### src/rtl/seg_display_driver_if.sv
// Display-side bundle between the kitchen-timer block and seg_display_driver:
// BCD word, finish/ack controls, and the segment/anode/buzzer drive lines.
interface seg_display_driver_if;
  logic [15:0] digits;
  logic        finish;
  logic        ack;
  logic [6:0]  seg;
  logic        dp;
  logic [3:0]  an;
  logic        buzzer;

  modport master (output digits, finish, ack, input seg, dp, an, buzzer);
  modport slave  (input digits, finish, ack, output seg, dp, an, buzzer);
endinterface

### src/rtl/seg_display_driver.sv
// Four-digit multiplexed 7-segment driver with blink/buzzer alarm sequence.
// Optional macro SEG_LEADING_ZERO_BLANK_EN suppresses a leading tens-of-minutes zero.
module seg_display_driver #(
  parameter int SCAN_DIV   = 1000,
  parameter int BLINK_DIV  = 250000,
  parameter int BLINKS     = 5,
  parameter int ACTIVE_LOW = 1
) (
  input  logic                 clk,
  input  logic                 reset,
  seg_display_driver_if.slave  disp
);

  localparam int SCAN_W  = (SCAN_DIV > 1)  ? $clog2(SCAN_DIV)  : 1;
  localparam int BLINK_W = (BLINK_DIV > 1) ? $clog2(BLINK_DIV) : 1;
  localparam int HALF_W  = $clog2(2 * BLINKS);

  localparam logic [SCAN_W-1:0]  SCAN_LAST  = SCAN_W'(SCAN_DIV - 1);
  localparam logic [BLINK_W-1:0] BLINK_LAST = BLINK_W'(BLINK_DIV - 1);
  localparam logic [HALF_W-1:0]  HALF_LAST  = HALF_W'(2 * BLINKS - 1);

  localparam logic [6:0] SEG_INV = (ACTIVE_LOW != 0) ? 7'h7F : 7'h00;
  localparam logic [3:0] AN_INV  = (ACTIVE_LOW != 0) ? 4'hF  : 4'h0;
  localparam logic       DP_INV  = (ACTIVE_LOW != 0) ? 1'b1  : 1'b0;

  typedef enum logic [0:0] {ST_IDLE = 1'b0, ST_ALARM = 1'b1} alarm_state_t;

  alarm_state_t       state_r, state_s;
  logic               phase_r, phase_s;
  logic [BLINK_W-1:0] blink_cnt_r, blink_cnt_s;
  logic [HALF_W-1:0]  half_cnt_r, half_cnt_s;
  logic [SCAN_W-1:0]  scan_cnt_r;
  logic [1:0]         idx_r;

  logic [3:0] nib_s;
  logic [3:0] an_act_s;
  logic       dp_act_s;
  logic [6:0] seg_r;
  logic       dp_r;
  logic [3:0] an_r;
  logic       buzzer_r;

  function automatic logic [6:0] seg_decode(input logic [3:0] bcd);
    case (bcd)
      4'd0:    seg_decode = 7'h3F;
      4'd1:    seg_decode = 7'h06;
      4'd2:    seg_decode = 7'h5B;
      4'd3:    seg_decode = 7'h4F;
      4'd4:    seg_decode = 7'h66;
      4'd5:    seg_decode = 7'h6D;
      4'd6:    seg_decode = 7'h7D;
      4'd7:    seg_decode = 7'h07;
      4'd8:    seg_decode = 7'h7F;
      4'd9:    seg_decode = 7'h6F;
      default: seg_decode = 7'h40;
    endcase
  endfunction

  // Free-running digit scan; alarm activity never touches it.
  always_ff @(posedge clk) begin
    if (reset) begin
      scan_cnt_r <= {SCAN_W{1'b0}};
      idx_r      <= 2'd0;
    end else if (scan_cnt_r == SCAN_LAST) begin
      scan_cnt_r <= {SCAN_W{1'b0}};
      idx_r      <= idx_r + 2'd1;
    end else begin
      scan_cnt_r <= scan_cnt_r + SCAN_W'(1);
    end
  end

  // Alarm state register.
  always_ff @(posedge clk) begin
    if (reset) begin
      state_r     <= ST_IDLE;
      phase_r     <= 1'b0;
      blink_cnt_r <= {BLINK_W{1'b0}};
      half_cnt_r  <= {HALF_W{1'b0}};
    end else begin
      state_r     <= state_s;
      phase_r     <= phase_s;
      blink_cnt_r <= blink_cnt_s;
      half_cnt_r  <= half_cnt_s;
    end
  end

  // Alarm next state: finish (re)starts the sequence and beats ack.
  always_comb begin
    state_s     = state_r;
    phase_s     = phase_r;
    blink_cnt_s = blink_cnt_r;
    half_cnt_s  = half_cnt_r;
    case (state_r)
      ST_IDLE: begin
        if (disp.finish) begin
          state_s     = ST_ALARM;
          phase_s     = 1'b1;
          blink_cnt_s = {BLINK_W{1'b0}};
          half_cnt_s  = {HALF_W{1'b0}};
        end else begin
          state_s     = ST_IDLE;
        end
      end
      ST_ALARM: begin
        if (disp.finish) begin
          phase_s     = 1'b1;
          blink_cnt_s = {BLINK_W{1'b0}};
          half_cnt_s  = {HALF_W{1'b0}};
        end else if (disp.ack) begin
          state_s     = ST_IDLE;
          phase_s     = 1'b0;
          blink_cnt_s = {BLINK_W{1'b0}};
          half_cnt_s  = {HALF_W{1'b0}};
        end else if (blink_cnt_r == BLINK_LAST) begin
          blink_cnt_s = {BLINK_W{1'b0}};
          if (half_cnt_r == HALF_LAST) begin
            state_s    = ST_IDLE;
            phase_s    = 1'b0;
            half_cnt_s = {HALF_W{1'b0}};
          end else begin
            phase_s    = ~phase_r;
            half_cnt_s = half_cnt_r + HALF_W'(1);
          end
        end else begin
          blink_cnt_s = blink_cnt_r + BLINK_W'(1);
        end
      end
      default: begin
        state_s     = ST_IDLE;
        phase_s     = 1'b0;
        blink_cnt_s = {BLINK_W{1'b0}};
        half_cnt_s  = {HALF_W{1'b0}};
      end
    endcase
  end

  // Active-high view of the current slot; OFF phase blanks anodes and separator.
  always_comb begin
    nib_s    = 4'd0;
    an_act_s = 4'b0001 << idx_r;
    dp_act_s = (idx_r == 2'd2);
    case (idx_r)
      2'd0:    nib_s = disp.digits[3:0];
      2'd1:    nib_s = disp.digits[7:4];
      2'd2:    nib_s = disp.digits[11:8];
      2'd3:    nib_s = disp.digits[15:12];
      default: nib_s = 4'd0;
    endcase
    if ((state_r == ST_ALARM) && !phase_r) begin
      an_act_s = 4'b0000;
      dp_act_s = 1'b0;
    end else begin
`ifdef SEG_LEADING_ZERO_BLANK_EN
      if ((idx_r == 2'd3) && (disp.digits[15:12] == 4'd0)) begin
        an_act_s = 4'b0000;
      end else begin
        an_act_s = 4'b0001 << idx_r;
      end
`else
      an_act_s = 4'b0001 << idx_r;
`endif
    end
  end

  // Registered pin drive in board polarity.
  always_ff @(posedge clk) begin
    if (reset) begin
      seg_r    <= SEG_INV;
      dp_r     <= DP_INV;
      an_r     <= AN_INV;
      buzzer_r <= 1'b0;
    end else begin
      seg_r    <= seg_decode(nib_s) ^ SEG_INV;
      dp_r     <= dp_act_s ^ DP_INV;
      an_r     <= an_act_s ^ AN_INV;
      buzzer_r <= (state_r == ST_ALARM) && phase_r;
    end
  end

  assign disp.seg    = seg_r;
  assign disp.dp     = dp_r;
  assign disp.an     = an_r;
  assign disp.buzzer = buzzer_r;

endmodule

### src/flat_wrapper.sv
// flat-port wrapper written by rule: the top's interface ports become plain ports
module seg_display_driver_flat 
#(
  parameter int SCAN_DIV   = 1000,
  parameter int BLINK_DIV  = 250000,
  parameter int BLINKS     = 5,
  parameter int ACTIVE_LOW = 1
)
  (clk, reset, disp_digits, disp_finish, disp_ack, disp_seg, disp_dp, disp_an, disp_buzzer);
  seg_display_driver_if disp_i ();
  input  logic clk;
  input  logic reset;
  input wire logic [$bits(disp_i.digits)-1:0] disp_digits;
  input wire logic [$bits(disp_i.finish)-1:0] disp_finish;
  input wire logic [$bits(disp_i.ack)-1:0] disp_ack;
  output wire logic [$bits(disp_i.seg)-1:0] disp_seg;
  output wire logic [$bits(disp_i.dp)-1:0] disp_dp;
  output wire logic [$bits(disp_i.an)-1:0] disp_an;
  output wire logic [$bits(disp_i.buzzer)-1:0] disp_buzzer;
  assign disp_i.digits = disp_digits;
  assign disp_i.finish = disp_finish;
  assign disp_i.ack = disp_ack;
  assign disp_seg = disp_i.seg;
  assign disp_dp = disp_i.dp;
  assign disp_an = disp_i.an;
  assign disp_buzzer = disp_i.buzzer;
  seg_display_driver #(.SCAN_DIV(SCAN_DIV), .BLINK_DIV(BLINK_DIV), .BLINKS(BLINKS), .ACTIVE_LOW(ACTIVE_LOW)) u_core (.clk(clk), .reset(reset), .disp(disp_i));
endmodule
### config.mk
export PLATFORM = sky130hd
export DESIGN_NAME = seg_display_driver_flat
export DESIGN_NICKNAME = d
export VERILOG_FILES = /design/src/rtl/seg_display_driver_if.sv /design/src/rtl/seg_display_driver.sv /design/src/flat_wrapper.sv
export SDC_FILE = /design/constraint.sdc
export NUM_CORES = 1
export LEC_CHECK = 0
export BUFFER_PORTS_ARGS = -buffer_cell sky130_fd_sc_hd__buf_2
export CORE_MARGIN = 2
export CORE_UTILIZATION = 61
export CTS_CLUSTER_DIAMETER = 50
export DETAILED_ROUTE_END_ITERATION = 8
export MAX_ROUTING_LAYER = met4
export PLACE_DENSITY = 0.9
export SLEW_MARGIN = 10
export SYNTH_ARGS = -nofsm -noshare
export SYNTH_HDL_FRONTEND = slang
export SYNTH_SLANG_ARGS = --single-unit
export TNS_END_PERCENT = 1
### constraint.sdc
create_clock -name clk -period 5.2 [get_ports clk]
set_input_delay 1.04 -clock clk [delete_from_list [all_inputs] [get_ports clk]]
set_output_delay 1.04 -clock clk [all_outputs]
set_load 0.03 [all_outputs]
Word level (Yosys, flattened, before mapping)
Memories as Yosys holds them, arrays and structs flattened. Cells that the tools add are included.

Memories kept: 1. Output and inout port bits: 13. Register bits: 49. Word-level logic and storage cells: 62. Input bits: 20. ROM bits: 112. RAM bits: 0. Latch bits: 0.

Shift-type cells: 1. Multipliers: 0. $lt $le $gt $ge: 0. Mux-type cells: 27. $add $sub $neg: 4. Equality and inequality tests: 8. Reductions and logical operators: 6. Bitwise operators: 5. Divide/modulo/power cells: 0.

Memories: (no name shown) (words 16, width 7, rd ports 1, clocked after Yosys merged registers in 0, write ports 0, line seg_display_driver.sv:44) `case (bcd)`.

Operators with widths (number): 18-bit 2-to-1 mux (4); 18-bit case mux with 2 select lines (1); 4-bit 2-to-1 mux (6); 18-bit by 1-bit adder with 18-bit output, second input constant (1); 18-bit equality test, second input constant (1); 4-bit case mux with 4 select lines (1); 1-bit 2-to-1 mux (11); 10-bit by 1-bit adder with 10-bit output, second input constant (1); 10-bit equality test, second input constant (1); 4-bit case mux with 2 select lines (1); 7-bit 2-to-1 mux (1); 7-bit NOT (1); 4-bit by 1-bit adder with 4-bit output, second input constant (1); 2-bit equality test, second input constant (2); 4-bit equality test, second input constant (1); 4-bit inequality test, second input constant (1); 4-bit NOT (1); 1-bit case mux with 2 select lines (2); 1-bit by 2-bit << shifter with 4-bit output, first input constant (1); 1-bit NOT (3); 2-bit by 1-bit adder with 2-bit output, second input constant (1); 2-bit by 1-bit equality test with 1-bit output, second input constant (1); 1-bit logical AND (2); 2-bit zero test (1); 4 further kinds (4).

Logic depth before layout (Yosys ltp)
Gate-level depths: netlist of run 1.

Depth in word-level cells: 6. Mapped depth: 9. Mapped depth without buffers: 9.

Least setup slack after synthesis of run 1
No wires, ideal clock.

Kind: input port to flip-flop. From: input reset. To: register u_core.half_cnt_r[3]. Path buffers: 2. Required time: 5.126 ns. Setup time: 0.074 ns. Stages on the path: 6. Data arrival time: 2.323 ns. Setup slack: 2.803 ns. Path through: clkbuf_1 > or2_1 > clkbuf_1 > or3_1 > a2111o_1 > o21ai_0.

RTL lines: from (decl) (line flat_wrapper.sv:12) `input logic reset;`; to (signal assigned) (line seg_display_driver.sv:78) `half_cnt_r <= {HALF_W{1'b0}};`; to (signal assigned) (line seg_display_driver.sv:83) `half_cnt_r <= half_cnt_s;`; to (decl) (line seg_display_driver.sv:31) `logic [HALF_W-1:0] half_cnt_r, half_cnt_s;`.

Worst setup path in the final report of run 1
From: register u_core.blink_cnt_r[0]. To: register u_core.blink_cnt_r[2].

Longest elaborated chain between the ends: 5. Elaborated cells between the ends (all ways): 6. Those cells by class: add/sub: 1; eq/ne: 1; mux: 4.

Ends and longest elaborated chain: from (decl) (line seg_display_driver.sv:30) `logic [BLINK_W-1:0] blink_cnt_r, blink_cnt_s;`; from (signal assigned) (line seg_display_driver.sv:77) `blink_cnt_r <= {BLINK_W{1'b0}};`; from (signal assigned) (line seg_display_driver.sv:82) `blink_cnt_r <= blink_cnt_s;`; 18-bit by 1-bit adder with 18-bit output / 18-bit equality test (equally long branches) (line seg_display_driver.sv:125, seg_display_driver.sv:114); 18-bit 2-to-1 mux * (line seg_display_driver.sv:114) `end else if (blink_cnt_r == BLINK_LAST) begin`; 18-bit 2-to-1 mux * (line seg_display_driver.sv:109) `end else if (disp.ack) begin`; 18-bit 2-to-1 mux * (line seg_display_driver.sv:105) `if (disp.finish) begin`; 18-bit case mux with 2 select lines * (line seg_display_driver.sv:93) `case (state_r)`.

Mark *: on every way between the ends. The rest lies on a longest branch, timed or not. A chain may end at the register's enable or synchronous reset.

==> results.py, run 1 <==
metrics = {
    "outcome": {
        "outcome": "complete, no violations",
    },
    "yosys": {
        "ys_seq_elements": 48,
        "avgSynthCellArea_um2": 8.80,
        "synth_edf_count": 0,
        "synth_nets": 308,
        "syn_area_um2": 2410,
        "syn-instance-count": 274,
        "ys.flop_type": "dfxtp_1",
        "synth_warnings": 0,
        "async_reset_ff_share_pct": 0,
        "synth_cell_types": 53,
        "seq_area_frac_synth_pct": 39.9,
    },
    "worst_hold_path": {
        "hold_class": "reg -> reg",
        "hold_path_startpoint": "u_core.phase_r$_SDFFE_PP0P_",
        "min_path_cells": 1,
    },
    "timing": {
        "timing.hold.ws_ns": 0.451,
        "maxSlewViolCount": 0,
        "skew_ns": 0.00495,
        "min_period_ns": 2.32,
        "rsz0062_at_grt": "false",
        "tns_ns": 0,
        "finalSetupViolCount": 0,
        "worst_slew_pin_slew_ns": 0.718,
        "slew_headroom_pct": 52.0,
        "post-route-period-util_pct": 44.6,
        "hold_viol": 0,
        "fmax_mhz": 431,
    },
    "clock_tree": {
        "post_cts_resized": 0,
        "clk_pin_slew_worst_paths_ns": 0.08,
        "cts-root-buf": "clkbuf_8",
        "cts_buffers": 5,
        "clkSinkCount": 48,
        "cts_tree": "built",
        "clock_latency_ns": 0.30,
        "cts_buffer_depth": 2,
        "htreeDepth": 2,
        "post_cts_buffers": 0,
        "cts_hold_buf": 0,
    },
    "global_route": {
        "grt_max_degree": 19,
        "grt_pass1_vias": 1849,
        "antenna_found_initial": 0,
        "grt_pass1_wl_um": 8060,
        "grt_usage_pct": 24.6,
        "overflow": 0,
    },
    "route": {
        "vias": 2017,
        "wl_per_cell_um": 14.1,
        "drtPass1Iterations": 4,
        "drt_wl_total_um": 4920,
        "drc": 0,
        "drt_iter0_drc": 70,
        "final_antenna_net_count": 0,
        "vias_per_cell": 5.76,
    },
    "finish": {
        "area_growth_pct": 12.2,
        "nFillCells": 296,
        "final_layout_size_suffix_gt1_share_pct": 15.2,
        "nets": 336,
        "antenna_cells": 0,
    },
    "setup_path": {
        "cp_slowest_cell": "o211ai_2",
        "critPathTopFamily": "simple AND/OR/NAND/NOR gates",
        "crit_cells": 5,
        "crit_type": "reg -> reg",
        "rr_startpoint": "u_core.blink_cnt_r[0]$_SDFFE_PP0P_",
        "r2r_cells": 5,
        "path_cells": "ha_1 -> nand4_1 -> or2_2 -> o211ai_2 -> nor2_1",
        "cp_max_fo": 16,
        "crit_start": "u_core.blink_cnt_r[0]$_SDFFE_PP0P_",
        "required_ns": 5.37,
        "worst-path-buf-inv": 0,
        "max_stage_delay_ns": 0.58,
        "cp-start-kind": "register",
        "cp_data_arrival_time_ns": 2.48,
        "end_kind": "register",
    },
    "floorplan": {
        "die-width_um": 66.9,
        "die_area_um2": 4470,
        "core_um2": 3740,
        "fp.dieH_um": 66.9,
        "num_rows": 22,
        "initial_core_util_pct": 64.4,
        "io_pins": 33,
    },
    "power": {
        "switching_share_pct": 21.8,
        "p_comb_share_pct": 7.6,
        "leakage_uw": 0.00107,
        "p_sw_uw": 163,
        "power_frac_clock_pct": 41.6,
        "p_int_uw": 584,
        "ir_drop_v": 0.000225,
        "seqPwrFrac_pct": 50.8,
        "p_per_area_nw_per_um2": 276,
    },
    "placed_design": {
        "gp_congestion": 0.945,
        "io_buffer_count": 32,
        "hpwl_um": 3460,
    },
    "job": {
        "max_cap_violations": 0,
    },
}
## area by class of cell
type | instances | area [µm²] | area share [%]
Multi-Input combinational cell | 199 | 1340 | 49.4
Sequential cell | 48 | 961 | 35.5
Timing Repair Buffer | 32 | 160 | 5.92
Clock buffer | 5 | 68.8 | 2.54
Clock inverter | 2 | 60.1 | 2.22
Inverter | 16 | 60.1 | 2.22
Tap cell | 48 | 60.1 | 2.22
## kinds of logic (layout without fill, tap and decap cells)
family	after synthesis	after routing	synth area share, %
AOI/OAI and AO/OA	44	44	12.8
xor gates and xnor gates	21	21	7.63
adders and majority gates	14	14	7.27
buffers and inverters	27	55	4.77
DFF	48	48	39.9
muxes	8	8	3.37
and+or+nand+nor	112	112	24.3
## layout by cell type, fill, tap and decap left out, types with 6 or more instances in the layout
cell type | synthesis | final
nand3_1 | 8 | 8
buf_2 | 2 | 32
xnor2_1 | 12 | 12
o21ai_0 | 7 | 7
ha_1 | 14 | 14
mux2i_1 | 7 | 7
a21oi_1 | 11 | 11
nor2_1 | 34 | 34
inv_1 | 16 | 16
xor2_1 | 9 | 9
nand2_1 | 20 | 20
dfxtp_1 | 48 | 48
nor3_1 | 10 | 10
nand4_1 | 6 | 6
or3_1 | 6 | 6
## flip-flops by register name (all words and copies together), names as in the netlist
| name | count |
|---|---|
| u_core.disp.buzzer | 1 |
| u_core.scan_cnt_r | 10 |
| u_core.idx_r | 2 |
| u_core.disp.an | 4 |
| u_core.disp.seg | 7 |
| u_core.phase_r | 1 |
| u_core.blink_cnt_r | 18 |
| u_core.half_cnt_r | 4 |
| u_core.state_r | 1 |
## cell usage after synthesis (3+ instances only)
cell type	instances	area [µm²]
dfxtp_1	48	961
nor2_1	34	128
o21ai_0	7	35.0
clkbuf_1	7	26.3
or3_1	6	37.5
nand4_1	6	37.5
nand3_1	8	40.0
a21oi_1	11	55.1
nor3_1	10	50.1
nor4_1	5	31.3
nand2b_1	3	18.8
inv_1	16	60.1
nand2_1	20	75.1
ha_1	14	175
mux2i_1	7	70.1
nor2b_1	3	18.8
a222oi_1	3	30.0
xnor2_1	12	105
xor2_1	9	78.8
o21bai_1	4	30.0
## metal layers
| metal | global-route usage, % | part of all wire, % | wire, µm | vias up |
|---|---|---|---|---|
| li1 | - | - | - | 1009 |
| met2 | 41.3 | 50 | 2450 | 59 |
| met1 | 29.1 | 44 | 2150 | 939 |
| met5 | - | 0 | 0 | - |
| met4 | 6.63 | 1.4 | 70 | 0 |
| met3 | 6.76 | 5.1 | 253 | 10 |
## worst reg2reg max path, cell delays in order (launching register included)
cell,delay (ns)
dfxtp_1,0.40
ha_1,0.24
nand4_1,0.38
or2_2,0.45
o211ai_2,0.58
nor2_1,0.12
## per-stage QoR
stage                     cell area [µm²]  power (µW)  cells  setup WS [ns]  utilization [%]
after floorplan                      2410         427    274           2.80                -
final                                2710         748    350           2.88             72.3
after global placement               2580         443    343           2.76             68.8
after global routing                 2710         768    350           2.69             72.3
after CTS                            2710         748    350           2.92             72.3
after detailed placement             2580         444    343           2.72             68.8
## power by group through the flow
stage | registers (µW) | clock network [µW] | logic [µW]
final | 380 | 311 | 56.7
after global placement | 388 | 0 | 54.7
after detailed placement | 388 | 0 | 55.6
after floorplan | 396 | 0 | 30.8
after CTS | 380 | 312 | 56.2
after global routing | 381 | 324 | 62.3
## final timing paths
| check | end | slack, ns |
|---|---|---|
| setup / recovery | u_core.blink_cnt_r[2]$_SDFFE_PP0P_ | 2.88 |
| hold / removal | u_core.phase_r$_SDFFE_PP0P_ | 0.45 |
| setup reg to reg | u_core.blink_cnt_r[2]$_SDFFE_PP0P_ | 2.88 |
| hold reg to reg | u_core.phase_r$_SDFFE_PP0P_ | 0.45 |
(Power assumes the default switching activity.)
==> inputs of run 2 (changes only) <==
--- a/config.mk
+++ b/config.mk
@@ -5,13 +5,14 @@
 export SDC_FILE = /design/constraint.sdc
 export NUM_CORES = 1
 export LEC_CHECK = 0
+export ABC_AREA = 1
 export BUFFER_PORTS_ARGS = -buffer_cell sky130_fd_sc_hd__buf_2
 export CORE_MARGIN = 2
-export CORE_UTILIZATION = 61
+export CORE_UTILIZATION = 57
 export CTS_CLUSTER_DIAMETER = 50
 export DETAILED_ROUTE_END_ITERATION = 8
 export MAX_ROUTING_LAYER = met4
-export PLACE_DENSITY = 0.9
+export PLACE_DENSITY = 0.85
 export SLEW_MARGIN = 10
 export SYNTH_ARGS = -nofsm -noshare
 export SYNTH_HDL_FRONTEND = slang
==> constraint.sdc (replaced) <==
create_clock -name clk -period 2.3 [get_ports clk]
set_input_delay 0.46 -clock clk [delete_from_list [all_inputs] [get_ports clk]]
set_output_delay 0.46 -clock clk [all_outputs]
set_load 0.03 [all_outputs]
==> run 2 against run 1 <==
  * Wire length down 4.1%
  * Combinational power rose to 2.8 times the previous value
  * Sequential share of layout area fell by 1.2 points
  * Clock power up 89%
  * Critical endpoint is now u_core.disp.seg[5]$_SDFF_PP1_
  * Largest cell class unchanged
  * Largest power group unchanged
  * Highest routed layer unchanged
==> results.py, run 2 <==
metrics = {
    "setup_path": {
        "required_ns": 2.48,
        "crit_top_cell": "inv_1",
        "timing.reg2reg.setup_slack_ns": 0.20,
        "path_cells": "inv_1 -> ha_1 -> inv_1 -> or2_2 -> o21ai_1 -> inv_1 -> ha_1 -> nand3b_1 -> nand3_1 -> nand3_1",
        "end_kind": "register",
        "worst-path-buf-inv": 3,
        "cp_max_fo": 6,
        "cp_data_arrival_time_ns": 2.28,
        "max_stage_delay_ns": 0.34,
        "r2r-end": "u_core.disp.seg[5]$_SDFF_PP1_",
        "critPathTopFamily": "simple AND/OR/NAND/NOR gates",
        "cp_slowest_cell": "dfxtp_1",
        "crit_type": "reg -> reg",
        "r2r_cells": 10,
        "cp-start-kind": "register",
        "rr_startpoint": "u_core.idx_r[0]$_SDFFE_PP0P_",
    },
    "floorplan": {
        "io_pins": 33,
        "fp.dieH_um": 70.1,
        "core_um2": 4290,
        "initial_core_util_pct": 58.1,
        "die_area_um2": 4920,
        "num_rows": 24,
        "die-width_um": 70.1,
    },
    "clock_tree": {
        "clock_latency_ns": 0.30,
        "cts_hold_buf": 0,
        "cts_tree": "built",
        "clkSinkCount": 48,
        "cts-root-buf": "clkbuf_8",
        "cts_buffers": 5,
        "clk_pin_slew_worst_paths_ns": 0.08,
        "htreeDepth": 2,
        "cts_buffer_depth": 2,
        "post_cts_buffers": 0,
    },
    "finish": {
        "antenna_cells": 0,
        "final_common_cell": "nand2_1",
        "area_growth_pct": 12.2,
        "regMostFlops": "u_core.blink_cnt_r",
        "largest_reg_flops": 18,
        "nets": 407,
        "final_cell_mix": "nand2_1 (68), dfxtp_1 (48), nor2_1 (45)",
        "final_layout_size_suffix_gt1_share_pct": 19.0,
    },
    "yosys": {
        "synth_common_cells": "nand2_1 (68), dfxtp_1 (48), nor2_1 (45)",
        "yosysTopAreaCellShare_pct": 38.5,
        "avgSynthCellArea_um2": 7.40,
        "synth_area_leaders": "dfxtp_1 (39%), nand2_1 (10%), ha_1 (7.0%)",
        "synth_warnings": 0,
        "synth_cell_types": 32,
        "yosysMostFrequentCell": "nand2_1",
        "seq_area_frac_synth_pct": 38.5,
        "syn-instance-count": 337,
        "synth_edf_count": 0,
        "ys_seq_elements": 48,
        "ys.flop_type": "dfxtp_1",
        "synth_nets": 371,
        "async_reset_ff_share_pct": 0,
        "syn_area_um2": 2490,
        "yosysTopAreaCell": "dfxtp_1",
    },
    "outcome": {
        "outcome": "complete, no violations",
    },
    "timing": {
        "rsz0062_at_grt": "false",
        "tns_ns": 0,
        "skew_ns": 0.00449,
        "fmax_mhz": 476,
        "finalSetupViolCount": 0,
        "maxSlewViolCount": 0,
        "min_period_ns": 2.10,
        "post-route-period-util_pct": 91.4,
        "timing.hold.ws_ns": 0.416,
        "slew_headroom_pct": 66.8,
        "worst_slew_pin_slew_ns": 0.494,
        "hold_viol": 0,
    },
    "route": {
        "wl_per_cell_um": 11.1,
        "vias": 2167,
        "vias_per_cell": 5.09,
        "final_antenna_net_count": 0,
        "drt_iter0_drc": 87,
        "drc": 0,
        "drtPass1Iterations": 4,
        "drt_wl_total_um": 4720,
    },
    "placed_design": {
        "hpwl_um": 3530,
        "gp_congestion": 0.932,
        "io_buffer_count": 32,
    },
    "job": {
        "max_cap_violations": 0,
    },
    "worst_hold_path": {
        "min_path_cells": 2,
        "worstHoldEndpoint": "u_core.state_r$_SDFF_PP0_",
        "hold_class": "in -> reg",
        "hold_path_startpoint": "reset",
    },
    "power": {
        "ir_drop_v": 0.000319,
        "p_per_area_nw_per_um2": 577,
        "leakage_uw": 0.00116,
    },
    "global_route": {
        "grt_max_degree": 19,
        "overflow": 0,
        "grt_pass1_wl_um": 8280,
        "antenna_found_initial": 0,
        "grt_usage_pct": 21.3,
        "grt_pass1_vias": 2007,
    },
}
## run 2: cell types whose count changed after synthesis, sizes merged, moves of 4 or more
cell | before | now
nand3 | 8 | 34
nand4 | 8 | 2
nor2 | 34 | 59
clkbuf | 7 | 1
or2 | 2 | 6
xnor2 | 12 | 6
inv | 16 | 38
nand2 | 20 | 77
mux2i | 7 | 0
nor4 | 5 | 0
or3 | 6 | 0
## run 2: worst max path at each step
stage	start	endpoint	slack [ns]	cells after the start
2_1_floorplan	u_core.idx_r[0]$_SDFFE_PP0P_	u_core.disp.seg[5]$_SDFF_PP1_	0.31	9
3_3_place_gp	u_core.idx_r[0]$_SDFFE_PP0P_	u_core.disp.seg[5]$_SDFF_PP1_	0.18	9
3_5_place_dp	u_core.idx_r[0]$_SDFFE_PP0P_	u_core.disp.seg[5]$_SDFF_PP1_	0.08	9
4_1_cts	u_core.idx_r[0]$_SDFFE_PP0P_	u_core.disp.seg[5]$_SDFF_PP1_	0.03	9
5_1_grt	u_core.idx_r[0]$_SDFFE_PP0P_	u_core.disp.seg[0]$_SDFF_PP1_	0.03	11
6_report	u_core.idx_r[0]$_SDFFE_PP0P_	u_core.disp.seg[5]$_SDFF_PP1_	0.20	10
## run 2: area by class of cell
cell class / count / area, µm²
timing repair buffer: 33 / 168
clock buffer: 6 / 72.6
inverter: 38 / 143
clock inverter: 2 / 35.0
tap: 52 / 65.1
fill: 382 / 1500
multi-input combinational: 247 / 1350
sequential: 48 / 961
## run 2: kinds of logic (layout without fill, tap and decap cells)
| logic type | Yosys count | after routing | share of synthesized area, % |
|---|---|---|---|
| AOI/OAI and AO/OA | 31 | 31 | 7.07 |
| xor gates and xnor gates | 13 | 13 | 4.57 |
| adders and majority gates | 14 | 14 | 7.02 |
| buffers and inverters | 42 | 79 | 7.18 |
| DFF | 48 | 48 | 38.5 |
| and+or+nand+nor | 189 | 189 | 35.6 |
## run 2: repair_timing
action	in CTS	in global routing
endpoints found under the hold margin	0	0
gates resized for setup	0	1
endpoints found under the setup margin	0	5
## run 2: worst register-to-register path: stages (launching register included)
cell	delay, ns
dfxtp_1	0.34
inv_1	0.14
ha_1	0.22
inv_1	0.11
or2_2	0.29
o21ai_1	0.20
inv_1	0.13
ha_1	0.21
nand3b_1	0.16
nand3_1	0.10
nand3_1	0.09
## run 2: metal layers
layer | vias to the layer above | global-route usage, % | part of all wire [%]
met1 | 977 | 24.8 | 48
li1 | 1144 | - | -
met5 | - | - | 0
met3 | 10 | 5.63 | 3.9
met2 | 36 | 35.4 | 47
met4 | 0 | 7.48 | 1.8
## run 2: power breakdown
group	switching, µW	internal [µW]
clock	267	323
sequential	12.9	854
combinational	103	56.8
## run 2: stage by stage
step                std cells  instance area [µm²]  setup slack, ns  power, µW  utilization (%)
finish                    426                 2800            0.197       1620             65.2
global route              426                 2800           0.0345       1680             65.2
CTS                       426                 2800           0.0307       1630             65.2
detailed placement        418                 2690           0.0769       1050             62.6
global placement          418                 2690            0.183       1040             62.6
floorplan                 337                 2490            0.314       1000                -
